## src/rtl/debug_unit.sv

```systemverilog
// Host-link debug controller: program loader, run/step control
// and PC + register-file dump over a byte-wide serial link.
module debug_unit #(
  parameter int NB_DATA = 32,
  parameter int NB_REG  = 5,
  parameter int NB_BYTE = 8
) (
  input  logic               i_clk,
  input  logic               i_reset,
  input  logic [NB_BYTE-1:0] i_rx_data,
  input  logic               i_rx_valid,
  input  logic               i_tx_ready,
  output logic [NB_BYTE-1:0] o_tx_data,
  output logic               o_tx_valid,
  output logic               o_write,
  output logic [NB_DATA-1:0] o_address,
  output logic [NB_DATA-1:0] o_instruction,
  output logic               o_enable,
  output logic [NB_REG-1:0]  o_address_read_debug,
  input  logic [NB_DATA-1:0] i_data_read_debug,
  input  logic [NB_DATA-1:0] i_pc,
  input  logic               i_halt
);

  localparam int BPW    = NB_DATA / NB_BYTE;
  localparam int NB_CNT = (BPW > 1) ? $clog2(BPW) : 1;
  localparam logic [NB_CNT-1:0] LAST = NB_CNT'(BPW - 1);

  localparam logic [NB_BYTE-1:0] CMD_LOAD = 'h4C;
  localparam logic [NB_BYTE-1:0] CMD_RUN  = 'h52;
  localparam logic [NB_BYTE-1:0] CMD_STEP = 'h53;
  localparam logic [NB_BYTE-1:0] CMD_DUMP = 'h44;

  typedef enum logic [2:0] {
    IDLE, LOAD, WRITE, RUN, STEP, DUMP_RD, DUMP_TX
  } state_t;

  state_t              state;
  logic [NB_DATA-1:0]  word;
  logic [NB_DATA-1:0]  load_addr;
  logic [NB_CNT-1:0]   cnt;
  logic                dump_pc;
  logic                rd_wait;

  logic               is_load, is_run, is_step, is_dump;
  logic [NB_DATA-1:0] next_word;

  assign is_load = i_rx_valid && (i_rx_data == CMD_LOAD);
  assign is_run  = i_rx_valid && (i_rx_data == CMD_RUN);
  assign is_step = i_rx_valid && (i_rx_data == CMD_STEP);
  assign is_dump = i_rx_valid && (i_rx_data == CMD_DUMP);

  assign next_word = {word[NB_DATA-NB_BYTE-1:0], i_rx_data};

  // The core must stop in the very cycle it reports HALT.
  assign o_enable = (state == RUN || state == STEP) && !i_halt;

  always_ff @(posedge i_clk or negedge i_reset) begin
    if (!i_reset) begin
      state                <= IDLE;
      word                 <= '0;
      load_addr            <= '0;
      cnt                  <= '0;
      dump_pc              <= 1'b0;
      rd_wait              <= 1'b0;
      o_tx_data            <= '0;
      o_tx_valid           <= 1'b0;
      o_write              <= 1'b0;
      o_address            <= '0;
      o_instruction        <= '0;
      o_address_read_debug <= '0;
    end else begin
      o_write <= 1'b0;
      unique case (state)
        IDLE: begin
          unique case (1'b1)
            is_load: begin
              state     <= LOAD;
              load_addr <= '0;
              cnt       <= '0;
            end
            is_run:  state <= RUN;
            is_step: state <= STEP;
            is_dump: begin
              state                <= DUMP_TX;
              dump_pc              <= 1'b1;
              word                 <= i_pc;
              o_tx_data            <= i_pc[NB_DATA-1 -: NB_BYTE];
              o_tx_valid           <= 1'b1;
              cnt                  <= '0;
              o_address_read_debug <= '0;
            end
            default: ;
          endcase
        end
        LOAD: begin
          if (i_rx_valid) begin
            word <= next_word;
            cnt  <= cnt + 1'b1;
            if (cnt == LAST) begin
              state         <= WRITE;
              o_write       <= 1'b1;
              o_address     <= load_addr;
              o_instruction <= next_word;
            end
          end
        end
        WRITE: begin
          load_addr <= load_addr + 1'b1;
          cnt       <= '0;
          state     <= (o_instruction == '0) ? IDLE : LOAD;
        end
        RUN: begin
          if (i_halt) state <= IDLE;
        end
        STEP: state <= IDLE;
        DUMP_RD: begin
          // Extra cycle covers a register file with registered read.
          if (!rd_wait) begin
            rd_wait <= 1'b1;
          end else begin
            rd_wait    <= 1'b0;
            word       <= i_data_read_debug;
            o_tx_data  <= i_data_read_debug[NB_DATA-1 -: NB_BYTE];
            o_tx_valid <= 1'b1;
            cnt        <= '0;
            state      <= DUMP_TX;
          end
        end
        DUMP_TX: begin
          if (i_tx_ready) begin
            if (cnt == LAST) begin
              o_tx_valid <= 1'b0;
              cnt        <= '0;
              dump_pc    <= 1'b0;
              if (dump_pc) begin
                o_address_read_debug <= '0;
                state                <= DUMP_RD;
              end else if (o_address_read_debug == '1) begin
                state <= IDLE;
              end else begin
                o_address_read_debug <= o_address_read_debug + 1'b1;
                state                <= DUMP_RD;
              end
            end else begin
              cnt       <= cnt + 1'b1;
              word      <= word << NB_BYTE;
              o_tx_data <= word[NB_DATA-NB_BYTE-1 -: NB_BYTE];
            end
          end
        end
        default: state <= IDLE;
      endcase
    end
  end

endmodule

```

## config.mk

```make
export PLATFORM = sky130hd
export DESIGN_NAME = debug_unit
export DESIGN_NICKNAME = d
export VERILOG_FILES = /design/src/rtl/debug_unit.sv
export SDC_FILE = /design/constraint.sdc
export NUM_CORES = 1
export LEC_CHECK = 0
export ABC_AREA = 1
export BUFFER_PORTS_ARGS = -buffer_cell sky130_fd_sc_hd__buf_2
export CORE_MARGIN = 5
export CORE_UTILIZATION = 45
export CTS_CLUSTER_SIZE = 30
export DETAILED_ROUTE_END_ITERATION = 10
export GPL_TIMING_DRIVEN = 1
export PLACE_DENSITY = 0.68
export SETUP_SLACK_MARGIN = 0.15
export SYNTH_ARGS = -nofsm -noshare
export SYNTH_HDL_FRONTEND = slang
export SYNTH_SLANG_ARGS = --single-unit
```

## constraint.sdc

```tcl
create_clock -name i_clk -period 4.1 [get_ports i_clk]
set_clock_uncertainty 0.1 [all_clocks]
set_input_delay 0.41 -clock i_clk [delete_from_list [all_inputs] [get_ports i_clk]]
set_output_delay 0.41 -clock i_clk [all_outputs]
set_load 0.02 [all_outputs]
```

==> After elaboration in Yosys (flattened, before gate mapping) <==
Index checks and enable logic that the tools add are counted.
{ "totals": {"reg_bits": 142, "latch_bits": 0, "ramBits": 0, "romBits": 0, "inputBits": 77, "output_inout_bits": 80, "wordCells": 109, "memories": 0} }
{ "classes": {"n_addsub": 3, "mul": 0, "div_mod_pow": 0, "magnitude_cmp": 0, "n_eq_ne": 24, "n_shift": 0, "muxes": 46, "bitwise": 0, "n_reduce_logical": 24} }
{ "op_table": {"columns": ["cell", "count"], "rows": [
  ["$mux W24", 5],
  ["$pmux W24 S4", 1],
  ["$pmux W32 S2", 1],
  ["$add A32 B1 Y32 const B", 1],
  ["$eq A8 B7 Y1 const B", 4],
  ["$logic_not A32 Y1", 1],
  ["$mux W32", 1],
  ["$mux W8", 4],
  ["$mux W5", 5],
  ["$mux W3", 8],
  ["$pmux W8 S3", 1],
  ["$ne A2 B2 Y1 const B", 10],
  ["$reduce_and A5 Y1", 4],
  ["$pmux W3 S6", 1],
  ["$pmux W3 S4", 1],
  ["$mux W2", 5],
  ["$pmux W2 S5", 1],
  ["$pmux W5 S2", 1],
  ["$eq A3 B3 Y1 const B", 3],
  ["$mux W1", 9],
  ["$reduce_and A7 Y1", 1],
  ["$eq A3 B2 Y1 const B", 2],
  ["$reduce_and A6 Y1", 1],
  ["$add A5 B1 Y5 const B", 1],
  ["other kinds (20)", 25]
]} }

==> Logic depth before layout (Yosys ltp) <==
Gate-level depths: netlist of the first run.
{ "depth": {"ltp_word": 6, "mapped_depth": 13, "ltp_nobuf": 13} }

==> Worst setup path after synthesis of the first run <==
Ideal clock, no wire load.
{ "synth_timing": {"path_kind": "reg2reg", "from": "register state[1]", "to": "register o_instruction[13]", "setup_ns": 0.130, "arrival_time_ns": 1.676, "required_ns": 3.870, "path_slack_ns": 2.194, "stages_incl_launch_ff": 12, "path_buffers": 2, "synth_period_minus_slack_ns": 1.906, "path_cell_list": "dfrtp_1 inv_1 ha_1 inv_1 nor2_4 inv_2 nor3_4 inv_2 buf_2 buf_2 nand2_1 o21ai_1"} }
{ "synth_between": {"elab_chain_cells": 2} }
{ "synth_lines": {"columns": ["element", "line", "text"], "rows": [
  ["start, declared", "38", "state_t state;"],
  ["start signal, assigned", "111", "state <= (o_instruction == '0) ? IDLE : LOAD;"],
  ["$eq A3 B1 Y1", "74", "unique case (state)"],
  ["$reduce_and A3 Y1 (no source line)", null, null],
  ["end signal, assigned", "104", "o_instruction <= next_word;"],
  ["end, declared", "17", "output logic [NB_DATA-1:0] o_instruction,"]
]} }
Every way passes these cells.
A chain may end at the register's enable or synchronous reset.

==> Final worst setup path of the first run <==
{ "layout_timing": {"from": "register state[1]", "to": "register o_address[27]"} }
{ "layout_between": {"elab_chain_cells": 2} }
{ "layout_lines": {"columns": ["element", "line", "text"], "rows": [
  ["$eq A3 B1 Y1", "74", null],
  ["$reduce_and A3 Y1 (no source line)", null, null],
  ["end signal, assigned", "103", "o_address <= load_addr;"],
  ["end, declared", "16", "output logic [NB_DATA-1:0] o_address,"]
]} }
Every way passes these cells.

==> results.md, run 1 <==
- Hold buffer count at cts: 0
- Crit end category: flop
- Die W: 138 um
- Routed length per instance: 15.5 um
- Internal: 0.00346 W
- # setup viols final: 0
- GR Overflow Total: 0
- Hold Slack: -0.0464 ns
- Crit-path cells: inv_1, ha_1, inv_1, nor2_4, inv_2, nor3_4, clkinv_2, buf_4, nand2_1, o21ai_1
- Layout cell share with drive strength beyond 1: 19.6%
- Initial core utilization: 46.1%
- Commonest non-fill, non-tap cell in the layout: nand2_1
- Final worst path period share: 63.6%
- Worst stage delay on the critical path: 0.50 ns
- Post-Layout Cell Count: 1359
- DP HPWL: 15800 um
- CP max stage cell: buf_4
- Later-pin clock latency in the skew report: 0.43 ns
- Sequential share of power: 37.4%
- Placed insts: 1327
- Crit path top cell by count: inv_1
- Initial DRC count: 623
- Data arrival time of the critical path: 2.80 ns
- Avg Inst Size Synth: 7.50 um2
- Seq cells post-synth: 142
- DRC viols: 0
- Setup TNS: 0 ns
- Failing checks: hold timing
- Cell count after synthesis: 982
- FILL cells: 1599
- GRT Util Overall: 23.0%
- Initial antenna violation count: 1
- Die footprint: 19000 um2
- Pre-Repair DR Iteration Count: 8
- Kind of cell adding the most delay to the critical path: buffers and inverters
- GPL Wtd Cong: 0.910
- Power Density: 646 nW/um2
- H-Tree Level Count: 4
- Via/cell ratio: 5.12
- Sw frac: 39.9%
- Minimum clock period: 2.61 ns
- Synth warn: 0
- Final Cell Area: 8900 um2
- I/O pin total: 157
- Clock Power Share: 27.9%
- Layout net count: 1215
- Final Max Tran Viols: 0
- Clock buffer depth: 2
- Combinational fraction of design power: 34.8%
- Vias in the first global route: 6752
- Largest net degree at the start of global routing: 97
- Rel. slew slack: 32.5%
- Critical path class: flop to flop
- Leakage power: 4.32 nW
- Worst Path Required: 4.29 ns
- TritonCTS buffer count: 17
- Max-Cap Viols: 0
- HP Class: primary input to asynchronous set/reset pin
- Status: finished, violations left
- Clk slew on worst S/H paths: 0.06 ns
- Core box area: 16000 um2
- Setup bufs post-CTS: 0
- CP Launch Type: flop
- Via count: 6958
- Levels on crit path: 10
- First-pass GRT wire length: 33900 um
- Fin util: 55.6%
- Most frequent cells in the layout: nand2_1 (313), buf_2 (155), dfrtp_1 (142)
- Final Hold Fails: 31
- Peak supply drop: 0.339 mV
- Cell area after synthesis: 7370 um2
- Post-route ant nets: 0
- CTS tree: built
- Num rows: 46
- # port buffers: 156
- Unrepaired setup endpoints after global routing: no
- Switching pwr: 0.00229 W
- Worst slew pin tran: 1.00 ns
- Diode count: 0
- Sink Count: 142
- Post-CTS resize count: 0
- Synth-to-layout area growth: 20.8%
- Sum of buffers and inverters on the critical path: 5
- Crit path max fanout: 68
- Sequential fraction of the synthesis area: 48.2%
- Die Ht: 138 um
- Max frequency: 383 MHz
- Area after DPL: 8290 um2
- Syn_nets: 1067
- Worst reg2reg path depth: 10
- Root Buffer: clkbuf_16
- Distinct cells, synth: 33
- DRT Wirelength: 21100 um
-- Yosys cell counts --
cell type | instances | area [um2]
xor2_1 | 3 | 26.3
nor2_2 | 4 | 25.0
nand2_2 | 5 | 31.3
inv_1 | 93 | 349
nand2_4 | 1 | 11.3
buf_1 | 2 | 7.51
o31ai_1 | 1 | 7.51
ha_1 | 8 | 100
buf_6 | 5 | 56.3
or2_2 | 1 | 6.26
a21oi_2 | 1 | 8.76
nand4_4 | 1 | 21.3
nand2_1 | 313 | 1170
dfrtp_1 | 142 | 3550
o211ai_1 | 1 | 7.51
nor3_4 | 1 | 16.3
buf_2 | 13 | 65.1
clkbuf_1 | 12 | 45.0
nand4_1 | 20 | 125
buf_4 | 1 | 7.51
o21bai_1 | 1 | 7.51
nor2_1 | 93 | 349
o21ai_2 | 8 | 70.1
a21oi_1 | 39 | 195
a22o_1 | 2 | 17.5
nor3_1 | 3 | 15.0
nor2_8 | 1 | 20.0
o21ai_0 | 97 | 485
o21ai_1 | 52 | 260
nand3_1 | 49 | 245
inv_2 | 5 | 18.8
nor2_4 | 3 | 33.8
a31oi_1 | 1 | 6.26
-- registers in the layout, summed over array words and instances, names as in the netlist, 2 cells and up --
register / cells
o_tx_data: 8
state: 3
cnt: 2
o_instruction: 32
word: 24
o_address_read_debug: 5
load_addr: 32
o_address: 32
-- metal layers --
| metal | routed length (um) | GRT usage [%] | vias to the layer above |
|---|---|---|---|
| met5 | 7 | 0 | - |
| met4 | 489 | 8.07 | 2 |
| met3 | 1470 | 6.13 | 42 |
| met2 | 9830 | 37.1 | 252 |
| met1 | 9290 | 30.0 | 3190 |
| li1 | - | - | 3472 |
-- layout make-up --
cell class,instances,area [um2],area share (%)
sequential,142,3550,39.9
multi-input combinational,709,3270,36.7
timing repair buffer,162,832,9.35
clock buffer,19,443,4.98
inverter,98,369,4.15
tap,216,270,3.04
clock inverter,13,165,1.86
-- power groups by stage --
stage                     registers (W)  logic (W)  clock network, W
final                           0.00215    0.00200           0.00160
after global routing            0.00220    0.00224           0.00168
after CTS                       0.00215    0.00203           0.00162
after detailed placement        0.00216    0.00203                 0
after global placement          0.00216    0.00199                 0
after floorplan                 0.00247    0.00102                 0
-- stage by stage --
| stage | setup slack (ns) | hold WS (ns) | total power, W |
|---|---|---|---|
| after detailed placement | 1.51 | 0.361 | 0.00419 |
| after CTS | 1.49 | 0.0103 | 0.00580 |
| after global routing | 1.19 | 0.0530 | 0.00612 |
| after floorplan | 2.19 | 0.0144 | 0.00349 |
| final | 1.49 | -0.0464 | 0.00575 |
| after global placement | 1.58 | 0.360 | 0.00415 |
-- final timing paths --
check | startpoint | end | slack [ns]
max in group asynchronous | i_reset | cnt[0]$_DFFE_PN0P_ | 3.00
setup reg to reg | state[1]$_DFFE_PN0P_ | o_address[27]$_DFFE_PN0P_ | 1.49
hold reg to reg | o_address[15]$_DFFE_PN0P_ | o_address[15]$_DFFE_PN0P_ | 0.37
min in group i_clk | i_rx_data[7] | o_instruction[7]$_DFFE_PN0P_ | 0.15
setup / recovery | state[1]$_DFFE_PN0P_ | o_address[27]$_DFFE_PN0P_ | 1.49
hold / removal | i_reset | o_address[16]$_DFFE_PN0P_ | -0.05
-- cells by family (layout without fill, tap and decap cells) --
kind of cell               after synthesis  after routing  share of synthesized area (%)
AOI/OAI and AO/OA                      203            203                           14.5
DFF                                    142            142                           48.2
adders and majority gates                8              8                           1.36
and+or+nand+nor                        495            495                           28.1
xor gates and xnor gates                 3              3                          0.357
buffers and inverters                  131            292                           7.45
No activity file was read; power rests on OpenSTA's default activity.
==> inputs of run 2 (changes only) <==
--- a/config.mk
+++ b/config.mk
@@ -12,7 +12,7 @@
 export CTS_CLUSTER_SIZE = 30
 export DETAILED_ROUTE_END_ITERATION = 10
 export GPL_TIMING_DRIVEN = 1
-export PLACE_DENSITY = 0.68
+export PLACE_DENSITY = 0.7
 export SETUP_SLACK_MARGIN = 0.15
 export SYNTH_ARGS = -nofsm -noshare
 export SYNTH_HDL_FRONTEND = slang
==> constraint.sdc (replaced) <==
create_clock -name i_clk -period 2.2 [get_ports i_clk]
set_clock_uncertainty 0.1 [all_clocks]
set_input_delay 0.22 -clock i_clk [delete_from_list [all_inputs] [get_ports i_clk]]
set_output_delay 0.22 -clock i_clk [all_outputs]
set_load 0.02 [all_outputs]
==> results.md, run 2 (synthesized netlist as in run 1, its figures left out) <==
- Clk slew on worst S/H paths: 0.06 ns (about the same)
- DRC viols: 0 (unchanged)
- R2R setup slack: 0.23 ns (was 1.49 ns)
- Commonest non-fill, non-tap cell in the layout: nand2_1 (unchanged)
- First-pass GRT wire length: 36400 um (was 33900 um)
- Via count: 7420 (was 6958)
- Min-delay src: i_pc[20]
- Max frequency: 508 MHz (was 383 MHz)
- Leakage power: 4.65 nW (was 4.32 nW)
- Diode count: 0 (unchanged)
- RR Endpoint: o_address_read_debug[2]$_DFFE_PN0P_ (was o_address[27]$_DFFE_PN0P_)
- Peak supply drop: 0.680 mV (was 0.339 mV)
- Die footprint: 19000 um2 (unchanged)
- Root Buffer: clkbuf_16 (unchanged)
- GPL Wtd Cong: 0.988 (was 0.910)
- FILL cells: 1464 (was 1599)
- Sink Count: 142 (unchanged)
- Initial antenna violation count: 0 (was 1)
- Minimum clock period: 1.97 ns (was 2.61 ns)
- RR Startpoint: o_address_read_debug[0]$_DFFE_PN0P_ (was state[1]$_DFFE_PN0P_)
- Later-pin clock latency in the skew report: 0.43 ns (about the same)
- Data arrival time of the critical path: 2.18 ns (was 2.80 ns)
- Initial DRC count: 642 (was 623)
- Vias in the first global route: 7319 (was 6752)
- Power Density: 1170 nW/um2 (was 646 nW/um2)
- Unrepaired setup endpoints after global routing: yes (was no)
- CP Launch Type: flop (unchanged)
- Critical path class: flop to flop (unchanged)
- Post-route ant nets: 0 (unchanged)
- H-Tree Level Count: 4 (unchanged)
- TritonCTS buffer count: 17 (unchanged)
- Largest net degree at the start of global routing: 65 (was 97)
- Synth-to-layout area growth: 30.9% (was 20.8%)
- Most frequent cells in the layout: nand2_1 (311), buf_2 (155), dfrtp_1 (140) (was nand2_1 (313), buf_2 (155), dfrtp_1 (142))
- Largest regs: load_addr (32), o_address (32), o_instruction (32) (unchanged)
- GR Overflow Total: 0 (unchanged)
- DP HPWL: 16000 um (was 15800 um)
- Final Hold Fails: 0 (was 31)
- Num rows: 46 (unchanged)
- Core box area: 16000 um2 (unchanged)
- Final Max Tran Viols: 0 (unchanged)
- Fin util: 60.3% (was 55.6%)
- Worst Path Required: 2.41 ns (was 4.29 ns)
- Hold Slack: 0.0129 ns (was -0.0464 ns)
- Reg area: 3560 um2 (was 3550 um2)
- I/O pin total: 157 (unchanged)
- Via/cell ratio: 5.23 (was 5.12)
- # setup viols final: 0 (unchanged)
- Worst reg2reg path depth: 10 (unchanged)
- Multi-input logic area: 3370 um2 (was 3270 um2)
- Worst slew pin tran: 0.413 ns (was 1.00 ns)
- Worst Hold Depth: 3
- Rel. slew slack: 72.2% (was 32.5%)
- Pre-Repair DR Iteration Count: 5 (was 8)
- CTS tree: built (unchanged)
- HP Class: primary input to flop (was primary input to asynchronous set/reset pin)
- Crit end category: flop (unchanged)
- Status: complete, no violations (was finished, violations left)
- Initial core utilization: 46.1% (unchanged)
- # port buffers: 156 (unchanged)
- Max-Cap Viols: 0 (unchanged)
- Layout cell share with drive strength beyond 1: 23.3% (was 19.6%)
- Final worst path period share: 89.5% (was 63.6%)
- Die Ht: 138 um (unchanged)
- Hold path endpoint: word[20]$_DFFE_PN0P_
- GRT Util Overall: 24.5% (was 23.0%)
- Die W: 138 um (unchanged)
- Crit path max fanout: 7 (was 68)
- Clock buffer depth: 2 (unchanged)
- DRT Wirelength: 22700 um (was 21100 um)
- Layout net count: 1275 (was 1215)
- Routed length per instance: 16.0 um (was 15.5 um)
[run 2: cell count changes in the layout (fill, tap and decap cells not counted), sizes merged]
cell,before,now
clkinv,6,3
clkinvlp,4,6
buf,162,191
nand2,319,320
bufinv,3,2
bufbuf,0,1
dlygate4sd3,0,27
inv,98,97
clkbuf,19,24
[run 2: cell type report]
type	instances	area share [%]
sequential	142	36.9
multi-input combinational	710	34.9
timing repair buffer	220	15.2
clock buffer	23	5.06
inverter	98	3.90
tap	216	2.80
clock inverter	9	1.13
timing repair inverter	1	0.0778
[run 2: worst max path at each step]
stage                                                   start                                   to
after floorplan                          state[1]$_DFFE_PN0P_        o_instruction[13]$_DFFE_PN0P_
after global placement                   state[1]$_DFFE_PN0P_                 word[23]$_DFFE_PN0P_
after detailed placement                 state[0]$_DFFE_PN0P_             o_tx_data[1]$_DFFE_PN0P_
after CTS                                state[0]$_DFFE_PN0P_                 word[12]$_DFFE_PN0P_
after global routing      o_address_read_debug[0]$_DFFE_PN0P_  o_address_read_debug[1]$_DFFE_PN0P_
final                     o_address_read_debug[0]$_DFFE_PN0P_  o_address_read_debug[2]$_DFFE_PN0P_
[run 2: power breakdown]
part / leakage [nW] / total (W) / switching, W / internal, W
Clock: 0.281 / 0.00292 / 0.00114 / 0.00179
Sequential: 1.79 / 0.00401 / 0.000569 / 0.00344
Combinational: 2.57 / 0.00438 / 0.00280 / 0.00157
Total: 4.65 / 0.0113 / 0.00451 / 0.00680
[run 2: critical path: stages, from the launching register on]
cell and delay [ns]:
dfrtp_2 0.43, ha_1 0.22, nand2_1 0.10, nor2_1 0.05
ha_1 0.18, a21oi_1 0.15, inv_1 0.09, a21oi_2 0.23
nand2_4 0.12, a21oi_2 0.12, a21oi_1 0.06
[run 2: per-layer routing]
layer  routed length (um)  track usage (%)  part of all wire, %  vias to the layer above
met3                 1730             5.52                  7.6                       47
met2                11100             40.7                   49                      322
met4                  536             9.11                  2.4                        0
li1                     -                -                    -                     3605
met1                 9370             31.3                   41                     3446
met5                    0                0                    0                        -
[run 2: metrics by stage]
stage / area, um2 / total power (W) / worst slack [ns] / setup TNS, ns / instances
global route: 9650 / 0.0120 / 0.0906 / 0 / 1419
floorplan: 7370 / 0.00650 / 0.294 / 0 / 982
finish: 9650 / 0.0113 / 0.231 / 0 / 1419
global placement: 8460 / 0.00785 / 0.0488 / 0 / 1343
CTS: 9430 / 0.0111 / 0.136 / 0 / 1406
detailed placement: 8460 / 0.00794 / -0.0262 / -0.134 / 1343
[run 2: repair_timing]
item | in CTS | in global routing
buffers inserted | 2 | 11
pin swaps | 2 | 6
hold buffers | 27 | 0
endpoints found under the hold margin | 105 | 0
cloned | 2 | 2
setup endpoints to repair | 30 | 122
resized for setup | 13 | 43
